<file path="src/rtl/camera_pkg.sv">
// Shared types and constants for the camera framebuffer path.
// Bank indices are {0,1,2}, so any two distinct banks identify the third.
package camera_pkg;

  typedef logic [1:0] bank_t;

  localparam int NUM_BANKS        = 3;
  localparam int CAM_FRAME_PIXELS = 76800;

  function automatic bank_t third_bank(bank_t a, bank_t b);
    return bank_t'(NUM_BANKS) - a - b;
  endfunction

endpackage

</file>
<file path="src/rtl/frame_pixel_counter.sv">
// In-bank pixel address generator for the camera writer.
// It gates writes past the frame size and flags the overflow until the frame completes.
module frame_pixel_counter
  import camera_pkg::*;
#(
  parameter int FRAME_PIXELS = CAM_FRAME_PIXELS,
  parameter int ADDR_W       = 17
) (
  input  logic              clk,
  input  logic              rst,
  input  logic              pixel_valid,
  input  logic              frame_done,
  output logic              wr_en,
  output logic [ADDR_W-1:0] wr_addr,
  output logic              overflow
);

  localparam logic [ADDR_W-1:0] ADDR_LIMIT = ADDR_W'(FRAME_PIXELS);

  logic [ADDR_W-1:0] addr_q, addr_d;
  logic              overflow_q, overflow_d;
  logic              room;

  // A pixel arriving together with frame_done is still written and belongs to the finished frame.
  always_comb begin
    room       = (addr_q < ADDR_LIMIT);
    wr_en      = pixel_valid & room;
    addr_d     = addr_q;
    overflow_d = overflow_q;
    if (frame_done) begin
      addr_d     = '0;
      overflow_d = 1'b0;
    end else if (pixel_valid) begin
      if (room) begin
        addr_d = addr_q + ADDR_W'(1);
      end else begin
        overflow_d = 1'b1;
      end
    end
  end

  always_ff @(posedge clk or posedge rst) begin
    if (rst) begin
      addr_q     <= '0;
      overflow_q <= 1'b0;
    end else begin
      addr_q     <= addr_d;
      overflow_q <= overflow_d;
    end
  end

  assign wr_addr  = addr_q;
  assign overflow = overflow_q;

endmodule

</file>
<file path="src/rtl/frame_bank_scheduler.sv">
// Triple-buffer bank scheduler between the camera writer and the scan-out reader.
// The writer never stalls, and the reader only ever switches to a fully written bank.
module frame_bank_scheduler
  import camera_pkg::*;
#(
  parameter int FRAME_PIXELS = CAM_FRAME_PIXELS,
  parameter int ADDR_W       = 17,
  parameter int DROP_W       = 16
) (
  input  logic              system_clock_in,
  input  logic              reset_in,
  input  logic              wr_pixel_valid,
  input  logic              wr_frame_done,
  output logic              wr_en,
  output bank_t             wr_bank,
  output logic [ADDR_W-1:0] wr_addr,
  input  logic              rd_frame_start,
  output bank_t             rd_bank,
  output logic              rd_frame_valid,
  output logic              frame_overflow,
  output logic [DROP_W-1:0] frames_dropped
);

  bank_t             wr_bank_q, wr_bank_d;
  bank_t             rd_bank_q, rd_bank_d;
  bank_t             latest_bank;
  logic              fresh_q, fresh_d;
  logic              valid_q, valid_d;
  logic [DROP_W-1:0] dropped_q, dropped_d;
  logic              drop_event;

  frame_pixel_counter #(
    .FRAME_PIXELS (FRAME_PIXELS),
    .ADDR_W       (ADDR_W)
  ) u_pixel_counter (
    .clk         (system_clock_in),
    .rst         (reset_in),
    .pixel_valid (wr_pixel_valid),
    .frame_done  (wr_frame_done),
    .wr_en       (wr_en),
    .wr_addr     (wr_addr),
    .overflow    (frame_overflow)
  );

  // The latest bank is never stored; it is whichever bank neither side owns.
  assign latest_bank = third_bank(wr_bank_q, rd_bank_q);

  always_comb begin
    wr_bank_d  = wr_bank_q;
    rd_bank_d  = rd_bank_q;
    fresh_d    = fresh_q;
    valid_d    = valid_q;
    drop_event = wr_frame_done & fresh_q;
    if (wr_frame_done && rd_frame_start) begin
      wr_bank_d = rd_bank_q;
      rd_bank_d = wr_bank_q;
      fresh_d   = 1'b0;
      valid_d   = 1'b1;
    end else if (wr_frame_done) begin
      wr_bank_d = latest_bank;
      fresh_d   = 1'b1;
    end else if (rd_frame_start && fresh_q) begin
      rd_bank_d = latest_bank;
      fresh_d   = 1'b0;
      valid_d   = 1'b1;
    end
    dropped_d = dropped_q;
    if (drop_event && (dropped_q != '1)) begin
      dropped_d = dropped_q + DROP_W'(1);
    end
  end

  always_ff @(posedge system_clock_in or posedge reset_in) begin
    if (reset_in) begin
      wr_bank_q <= bank_t'(0);
      rd_bank_q <= bank_t'(2);
      fresh_q   <= 1'b0;
      valid_q   <= 1'b0;
      dropped_q <= '0;
    end else begin
      wr_bank_q <= wr_bank_d;
      rd_bank_q <= rd_bank_d;
      fresh_q   <= fresh_d;
      valid_q   <= valid_d;
      dropped_q <= dropped_d;
    end
  end

  assign wr_bank        = wr_bank_q;
  assign rd_bank        = rd_bank_q;
  assign rd_frame_valid = valid_q;
  assign frames_dropped = dropped_q;

endmodule

</file>
<file path="config.mk">
export PLATFORM = sky130hd
export DESIGN_NAME = frame_bank_scheduler
export DESIGN_NICKNAME = d
export VERILOG_FILES = /design/src/rtl/camera_pkg.sv /design/src/rtl/frame_pixel_counter.sv /design/src/rtl/frame_bank_scheduler.sv
export SDC_FILE = /design/constraint.sdc
export NUM_CORES = 1
export LEC_CHECK = 0
export ABC_AREA = 1
export BUFFER_PORTS_ARGS = -buffer_cell sky130_fd_sc_hd__clkbuf_2
export CORE_UTILIZATION = 55
export DETAILED_ROUTE_END_ITERATION = 16
export PLACE_DENSITY = 0.8
export SYNTH_ARGS = -nofsm -noshare
export SYNTH_HDL_FRONTEND = slang
export SYNTH_SLANG_ARGS = --single-unit
</file>
<file path="constraint.sdc">
create_clock -name system_clock_in -period 1.8 [get_ports system_clock_in]
set_input_delay 0.09 -clock system_clock_in [delete_from_list [all_inputs] [get_ports system_clock_in]]
set_output_delay 0.09 -clock system_clock_in [all_outputs]
set_load 0.1 [all_outputs]
</file>
## Word level (Yosys, flattened, before mapping)

Index checks and enable logic that the tools add are counted.

- $add $sub $neg: 4
- Multipliers: 0
- Div/mod/pow operators: 0
- Magnitude comparators: 1
- Equal/unequal tests: 3
- Shift operators: 0
- Muxes and demuxes: 17
- Bitwise gates (word level): 2
- Reduce and logical (&&, ||, !) cells: 11

Operators with widths:

| cell | count |
|---|---|
| 2-to-1 mux 17 bit | 3 |
| adder 17 x 1 -> 17 bit (second input constant) | 1 |
| less-than comparator 17 bit (second input constant) | 1 |
| adder 16 x 1 -> 16 bit (second input constant) | 1 |
| != test 16 bit (second input constant) | 1 |
| 2-to-1 mux 2 bit | 5 |
| 2-to-1 mux 1 bit | 9 |
| nonzero test 2 bit | 4 |
| AND reduction 2 bit | 3 |
| logical AND 1 bit | 3 |
| nonzero test 3 bit | 1 |
| AND 1 bit | 2 |
| != test 2 x 1 -> 1 bit (second input constant) | 1 |
| != test 2 bit (second input constant) | 1 |
| subtractor 2 bit | 1 |
| subtractor 2 bit (first input constant) | 1 |

- Bits in registers: 40
- Latch bits: 0
- Bits in writable memories: 0
- Bits in read-only memories: 0
- Input bits: 5
- Output and inout bits: 40
- Memories kept: 0

## Logic depth before layout (Yosys ltp)

Gate-level depths: netlist of the first run.

- Depth after elaboration: 5
- Gate-level depth with buffers: 11
- Depth with buffers taken out: 10

## Cells and area by module

Synthesis of the first run repeated with hierarchy kept, for this count alone.

- Cell total of the unflattened synthesis: 336
- Area, all modules: 2408.6 um^2

Modules (own cells, without submodules):

| module | times used | cells an instance | area an instance (um^2) | seq. area each (um^2) |
|---|---|---|---|---|
| frame_bank_scheduler | 1 | 192 | 1332.5 | 551.8 |
| frame_pixel_counter | 1 | 144 | 1076.0 | 450.4 |

## Worst setup path after synthesis of the first run

Ideal clock, no wire load.

- Kind: register -> register
- Start: register dropped_q[0] (netlist: frames_dropped[0])
- End: register dropped_q[9] (netlist: frames_dropped[9])
- Library setup time: 120 ps
- Arrival: 2072 ps
- Data required time: 1680 ps
- Slack: -392 ps
- Stages on the path, launching flop included: 12
- Path buffers: 1
- Clock period less this slack: 2192 ps
- Cells stage by stage: dfrtp_1 ha_1 nand2_1 nor2_1 nand2_1 inv_2 nand2_4 nand2_8 inv_4 buf_6 nand2_1 nand2_1

- Word-level cells in the longest chain between the ends: 2

Ends and longest elaborated chain:

| what | RTL line | source |
|---|---|---|
| from (decl) | frame_bank_scheduler.sv:29 | `logic [DROP_W-1:0] dropped_q, dropped_d;` |
| from (signal assigned) | frame_bank_scheduler.sv:85 | `dropped_q <= dropped_d;` |
| parallel branches: the longest is 2 deep, another holds adder 16 x 1 -> 16 bit | - |  |

Parallel ways; which one is timed is not known.
A chain may end at the register's enable or synchronous reset.

## Worst setup path after layout of the first run

- Start: register u_pixel_counter.addr_q[0] (netlist: u_pixel_counter.wr_addr[0])
- End: register u_pixel_counter.addr_q[8] (netlist: u_pixel_counter.wr_addr[8])

- Word-level cells in the longest chain between the ends: 4

Ends and longest elaborated chain:

| what | RTL line | source |
|---|---|---|
| from (decl) | frame_pixel_counter.sv:20 | `logic [ADDR_W-1:0] addr_q, addr_d;` |
| from (signal assigned) | frame_pixel_counter.sv:47 | `addr_q <= addr_d;` |
| adder 17 x 1 -> 17 bit | frame_pixel_counter.sv:35 | `addr_d = addr_q + ADDR_W'(1);` |
| 2-to-1 mux 17 bit | frame_pixel_counter.sv:34 | `if (room) begin` |
| 2-to-1 mux 17 bit | frame_pixel_counter.sv:33 | `end else if (pixel_valid) begin` |
| 2-to-1 mux 17 bit | frame_pixel_counter.sv:30 | `if (frame_done) begin` |

Several ways; a longest one is shown, not always the timed one. The select of a mux whose other input is x is not followed.

==> results by group, run 1 <==
Die
  – Die area: between 4000 and 5000 um^2
  – Height of the die: between 60 and 70 um
  – Die width: 66.8 um
  – Initial Util: a little under three fifths
  – Core area: 4030 um^2
  – Row count: 23
  – I/O pins: 45

Drt
  – DR iter-0 viols: 195
  – Vias per inst: 5.23
  – DRC viols: 0
  – TritonRoute pass-1 iters: 4
  – Post-DRT Antenna Nets: 0
  – Vias: roughly 2200
  – Routed len/inst: 12.3 um
  – WL final: 5200 um

STA
  – Final setup violation count: 0
  – Fmax achieved: 616 MHz
  – Slew margin rel.: a little under two thirds
  – Final Worst Setup Slack: 0.178 ns
  – RSZ-0062 raised after global routing: false
  – Slew Viols, Final: 0
  – Final Skew: 0.0105 ns
  – Min Tclk post-route: 1.62 ns
  – Setup_tns: 0 ns
  – Post-route clock period utilization: 90.1%
  – Final hold vios: 0
  – Worst Tran Pin Value: 0.550 ns

Final layout
  – Multi-input gate area: roughly 1200 um^2
  – Fillers: 354
  – Nets: 379
  – Finished Cell Area: 2740 um^2
  – Antenna cells: 0
  – Register Area: 1050 um^2
  – Synth-to-Final Area Change: 18.4%
  – Finished Layout Cells: roughly 420
  – Layout cells sized above 1: 25.5%

Critical path
  – R2R cell count: 7
  – FF-to-FF End: u_pixel_counter.wr_addr[8]$_DFFE_PP0P_
  – CP endpoint kind: flop
  – Crit path kind: reg2reg
  – Origin of the critical flop-to-flop path: u_pixel_counter.wr_addr[0]$_DFFE_PP0P_
  – CP arrival: 1.86 ns
  – Critical-path maximum fanout: 5
  – Flop2flop setup slack: 0.18 ns
  – Required time worst endpoint: approximately 2.0 ns
  – Crit start category: flop

Power and ir drop
  – Net load switching power: 1.31 mW
  – Sw frac: 46.2%
  – Int Pwr: about 1.5 mW
  – Seq pwr share: a little under 40%
  – Lkg Pwr: 1.31 nW
  – Clk network pwr share: 22.4%
  – Final Power: 2.83 mW
  – Comb pwr share: 37.8%
  – VDD IR-drop max: 1.33 mV
  – Pwr dens: 1030 nW/um^2

Global routing
  – Vias in the first global route: 2009
  – Antenna violations before repair: 0
  – Total global routing overflow: 0
  – Largest net degree at the start of global routing: 41
  – Global-route wire length before repair: around 8700 um
  – Gr usage total: 26.3%

Logic synthesis
  – Synth Area in Adders: between 1.5 and 2%
  – Syn_area_per_cell: 7.17 um^2
  – Largest family of logic cells by synthesized area: simple AND/OR/NAND/NOR gates
  – Synth top area share: 42.3%
  – Post-synthesis cell area: 2310 um^2
  – Most instantiated cells after synthesis: 109 x nand2_1, 58 x nor2_1, 39 x dfrtp_1
  – Count leader, synth: nand2_1
  – Seq cells post-synth: 40
  – Ys async rst share: 100%
  – Simple-gate area share of the yosys netlist: ~38%
  – Synth area leaders: dfrtp_1 42%, nand2_1 18%, nor2_1 9.4%
  – Post-Synth XOR/XNOR Area: 4.55%
  – Top FF cell, synth: dfrtp_1
  – Sequential share of the synthesized area: 43.4%
  – EDFF count, synth: 0
  – Post-synth top area cell: dfrtp_1
  – Mux cell area share after synthesis: 0%
  – Syn Nets: 330
  – Ys Warns: 0
  – Count of cell types in the netlist: 31
  – Synth Instances: 322
  – Compound-Gate Fraction of Synth Area: slightly below 6%

CTS
  – Clk buf depth: 2
  – CTS tree: done
  – Worst-path clk slew: 0.08 ns
  – Number of CTS-inserted buffers: 5
  – Worst-Skew Late Latency: roughly 0.3 ns
  – Root Buffer: clkbuf_8
  – CTS H-tree lvls: 2
  – CTS Sinks: 40

Hold path
  – Min-delay worst type: in2reg
  – Worst hold path endpoint: fresh_q$_DFFE_PP0P_
  – Hold Path Stages: 2
  – HP Start: rd_frame_start

Placed design
  – Placed Cells: 411
  – Placement Cell Area: 2620 um^2
  – Gpl congestion: about 0.88
  – Worst slack, placed: 0.193 ns
  – Post-DP HPWL: approximately 3700 um
  – Port Buf Inserts: 44

Job
  – Max-Cap Viols: 0

Run status
  – Status: completed
## routing by layer
layer / GRT usage [%] / part of all wire (%) / wire length [um] / up-vias
li1: - / - / - / 1113
met2: 43.6 / 48 / 2490 / 56
met1: 32.8 / 45 / 2360 / 1032
met4: 8.78 / 1.1 / 58 / 0
met5: 0 / 0 / 0 / -
met3: 7.02 / 5.6 / 290 / 5
## state kept, by name (all words and copies together), names as in the netlist
| register | cells |
|---|---|
| frames_dropped | 16 |
| u_pixel_counter.overflow | 1 |
| wr_bank | 2 |
| u_pixel_counter.wr_addr | 17 |
| fresh_q | 1 |
| rd_bank | 2 |
| rd_frame_valid | 1 |
## cell type report
cell class | count | share of cell area [%]
tap | 50 | 2.29
sequential | 40 | 38.3
clock buffer | 6 | 3.02
clock inverter | 2 | 0.366
inverter | 29 | 4.07
multi-input combinational | 247 | 42.1
timing repair buffer | 48 | 9.79
## cells in the final DEF, fill, tap and decap left out, types with 2 or more instances in the layout
cell	Yosys	layout
xnor2_1	8	8
xor2_1	4	4
dfrtp_4	0	4
a21oi_1	13	13
buf_4	1	3
dfrtp_1	39	10
nand3_1	22	22
nor2_1	58	58
clkbuf_8	0	6
clkbuf_2	0	43
nor3b_1	2	2
o21ai_1	2	2
inv_2	2	2
clkinv_2	0	2
nand2_1	109	109
o21ai_0	6	6
nand4_1	6	6
o21bai_1	2	2
nor3_1	3	3
dfrtp_2	0	25
inv_1	26	26
ha_1	3	3
## power by group through the flow
stage	Combinational [mW]	Sequential [mW]	Clock, mW
final	1.07	1.12	0.633
after floorplan	0.312	1.73	0
after CTS	1.07	1.12	0.642
after detailed placement	1.07	1.14	0
after global routing	1.13	1.14	0.680
after global placement	1.06	1.13	0
## per-stage QoR
step	hold WS, ns	utilization, %
after floorplan	0.156	-
after global routing	0.0293	67.9
final	0.0256	67.9
after detailed placement	0.224	65.0
after CTS	0.0192	67.5
after global placement	0.220	65.0
## how the worst max path moves through the flow
stage,start,to,slack (ns)
after floorplan,u_pixel_counter.wr_addr[9]$_DFFE_PP0P_,u_pixel_counter.wr_addr[13]$_DFFE_PP0P_,0.02
after global placement,u_pixel_counter.wr_addr[0]$_DFFE_PP0P_,u_pixel_counter.wr_addr[12]$_DFFE_PP0P_,0.22
after detailed placement,u_pixel_counter.wr_addr[0]$_DFFE_PP0P_,u_pixel_counter.wr_addr[8]$_DFFE_PP0P_,0.19
after CTS,u_pixel_counter.wr_addr[11]$_DFFE_PP0P_,wr_en,0.02
after global routing,u_pixel_counter.wr_addr[0]$_DFFE_PP0P_,u_pixel_counter.wr_addr[10]$_DFFE_PP0P_,0.01
final,u_pixel_counter.wr_addr[0]$_DFFE_PP0P_,u_pixel_counter.wr_addr[8]$_DFFE_PP0P_,0.18
## cells by family (layout without fill, tap and decap cells)
family / count (synthesis) / count (layout)
xor gates and xnor gates: 12 / 12
buffers and inverters: 35 / 85
and+or+nand+nor: 207 / 207
adders and majority gates: 3 / 3
AOI/OAI and AO/OA: 25 / 25
DFF: 40 / 40
## critical path, stage by stage (launching register included)
cell,delay (ns)
dfrtp_4,0.44
ha_1,0.19
nand3_1,0.13
nor2_1,0.26
nand2_1,0.15
o21ai_0,0.21
nand2_1,0.09
nor2_1,0.10
## repair_timing
action,CTS,global route
setup endpoints to repair,0,1
setup buffers,0,2
gates resized for setup,0,0
hold buffers,1,0
endpoints found under the hold margin,39,0
Power figures use the tool's default switching activity.
==> inputs of run 2 (changes only) <==
--- a/config.mk
+++ b/config.mk
@@ -9,7 +9,7 @@
 export BUFFER_PORTS_ARGS = -buffer_cell sky130_fd_sc_hd__clkbuf_2
 export CORE_UTILIZATION = 55
 export DETAILED_ROUTE_END_ITERATION = 16
-export PLACE_DENSITY = 0.8
+export PLACE_DENSITY_LB_ADDON = 0.1
 export SYNTH_ARGS = -nofsm -noshare
 export SYNTH_HDL_FRONTEND = slang
 export SYNTH_SLANG_ARGS = --single-unit
==> run 2 against run 1 <==
  * Sequential share of layout area unchanged
  * Clock skew decreased by 0.0066 ns
  * Setup slack better by 0.0080 ns
  * Total power fell by 0.55%
  * Sequential power about the same
  * Sequential cell count is the same
  * Wire length shrank 7.4%
==> results by group, run 2 (same netlist as run 1, synthesis figures left out) <==
Critical path
  – Required time worst endpoint: 1.71 ns
  – Critical-path maximum fanout: 5
  – CP endpoint kind: output port
  – Crit start category: flop
  – Crit path kind: reg2out
  – CP arrival: 1.52 ns

Final layout
  – Fillers: 354
  – Most frequent cells in the layout: 109 x nand2_1, 57 x nor2_1, 43 x clkbuf_2
  – Commonest non-fill, non-tap cell in the layout: nand2_1
  – Antenna cells: 0
  – Synth-to-Final Area Change: 18.4%
  – Finished Layout Cells: 422
  – Nets: ~380
  – Max reg flops: 17
  – Layout cells sized above 1: 25.3%

Drt
  – WL final: 4810 um
  – DRC viols: 0
  – Vias: 2151
  – Post-DRT Antenna Nets: 0
  – DR iter-0 viols: approximately 170
  – Vias per inst: 5.10
  – Routed len/inst: around 11 um
  – TritonRoute pass-1 iters: 4

STA
  – Min Tclk post-route: 1.61 ns
  – RSZ-0062 raised after global routing: false
  – Fmax achieved: 620 MHz
  – Slew margin rel.: between 60% and 70%
  – Final setup violation count: 0
  – Setup_tns: 0 ns
  – Slew Viols, Final: 0
  – Final hold vios: 0
  – Worst Tran Pin Value: 0.549 ns
  – Hold Slack: 0.0235 ns
  – Final Skew: 0.00395 ns
  – Post-route clock period utilization: approximately nine tenths

Global routing
  – Gr usage total: 23.5%
  – Vias in the first global route: 1826
  – Largest net degree at the start of global routing: between 40 and 50
  – Met3 Use GR: 5.48%
  – Met2 Usage GRT: 36.2%
  – Antenna violations before repair: 0
  – Global Route met1 Usage: 32.6%
  – GRT Max-Usage Layer: met2
  – Total global routing overflow: 0
  – Global-route wire length before repair: 7940 um

Power and ir drop
  – VDD IR-drop max: between 0.8 and 0.9 mV
  – Int Pwr: 1.53 mW
  – Comb pwr share: around two fifths
  – Pwr dens: 1030 nW/um^2
  – Clk network pwr share: 21.8%
  – Net load switching power: 1.28 mW
  – Lkg Pwr: 1.30 nW
  – Seq pwr share: 40.0%
  – Final Power: ~2.8 mW
  – Sw frac: about 46%

Die
  – Initial Util: 57.3%
  – Row count: 23
  – Die area: 4460 um^2
  – Die width: 66.8 um
  – I/O pins: 45
  – Core area: 4030 um^2
  – Height of the die: 66.8 um

Run status
  – Status: completed

CTS
  – Worst-Skew Late Latency: between 0.2 and 0.3 ns
  – Worst-path clk slew: approximately 0.070 ns
  – Clk buf depth: 2
  – Root Buffer: clkbuf_8
  – CTS H-tree lvls: 2
  – Number of CTS-inserted buffers: 5
  – CTS Sinks: 40
  – CTS tree: done

Hold path
  – Min-delay worst type: in2reg

Placed design
  – Placed Cells: 411
  – Gpl congestion: 0.842
  – Port Buf Inserts: 44
  – Post-DP HPWL: 3490 um

Job
  – Max-Cap Viols: 0
[run 2: cell types whose count changed in the layout (fill, tap and decap cells not counted)]
cell,before,now
clkinv_2,2,0
clkbuf_1,0,2
nor2_1,58,57
nor2_2,1,2
[run 2: power groups by stage]
stage	logic (mW)	registers, mW	clock network [mW]
2_1_floorplan	0.312	1.73	0
3_3_place_gp	1.06	1.14	0
3_5_place_dp	1.07	1.14	0
4_1_cts	1.07	1.12	0.632
5_1_grt	1.15	1.14	0.664
6_report	1.07	1.12	0.613
[run 2: final timing paths]
| kind | cells past startpoint | slack (ns) | from | endpoint |
|---|---|---|---|---|
| setup / recovery | 6 | 0.19 | u_pixel_counter.wr_addr[11]$_DFFE_PP0P_ | wr_en |
| hold / removal | 2 | 0.02 | rd_frame_start | fresh_q$_DFFE_PP0P_ |
| setup reg to reg | 8 | 0.21 | u_pixel_counter.wr_addr[0]$_DFFE_PP0P_ | u_pixel_counter.wr_addr[12]$_DFFE_PP0P_ |
| hold reg to reg | 1 | 0.48 | rd_frame_valid$_DFFE_PP0P_ | rd_frame_valid$_DFFE_PP0P_ |
| max in group asynchronous | 4 | 0.96 | reset_in | u_pixel_counter.wr_addr[0]$_DFFE_PP0P_ |
| min in group asynchronous | 4 | 0.46 | reset_in | rd_frame_valid$_DFFE_PP0P_ |
[run 2: metal layers]
layer / vias up / part of all wire (%)
met3: 5 / 4.8
met4: 0 / 1.1
met1: 983 / 50
met5: - / 0
li1: 1108 / -
met2: 55 / 45
[run 2: worst max-delay path, cell delays in order (launching register included)]
cell and delay, ns:
dfrtp_2 0.44, nand2_2 0.10, nand2_1 0.07, nand2_1 0.10
nand2_1 0.12, nor2_4 0.20, buf_12 0.20
[run 2: cell type report]
cell class / instances / area, um^2 / share of cell area [%]
clock buffers: 8 / 90.1 / 3.29
inverters: 29 / 111 / 4.07
repair buffers: 48 / 268 / 9.79
flip-flops and latches: 40 / 1050 / 38.3
multi-input cells: 247 / 1150 / 42.2
well taps: 50 / 62.6 / 2.29
[run 2: per-stage QoR]
stage	setup WS (ns)	area (um^2)	utilization, %
floorplan	0.0243	2360	-
global placement	0.184	2620	65.0
detailed placement	0.153	2620	65.0
CTS	0.0445	2720	67.5
global route	0.0375	2740	67.9
finish	0.186	2740	67.9
[run 2: repair_timing]
item	in CTS	in global routing
endpoints found under the setup margin	0	4
buffers inserted	0	2
endpoints found under the hold margin	39	0
hold buffers	1	0
resized for setup	0	1
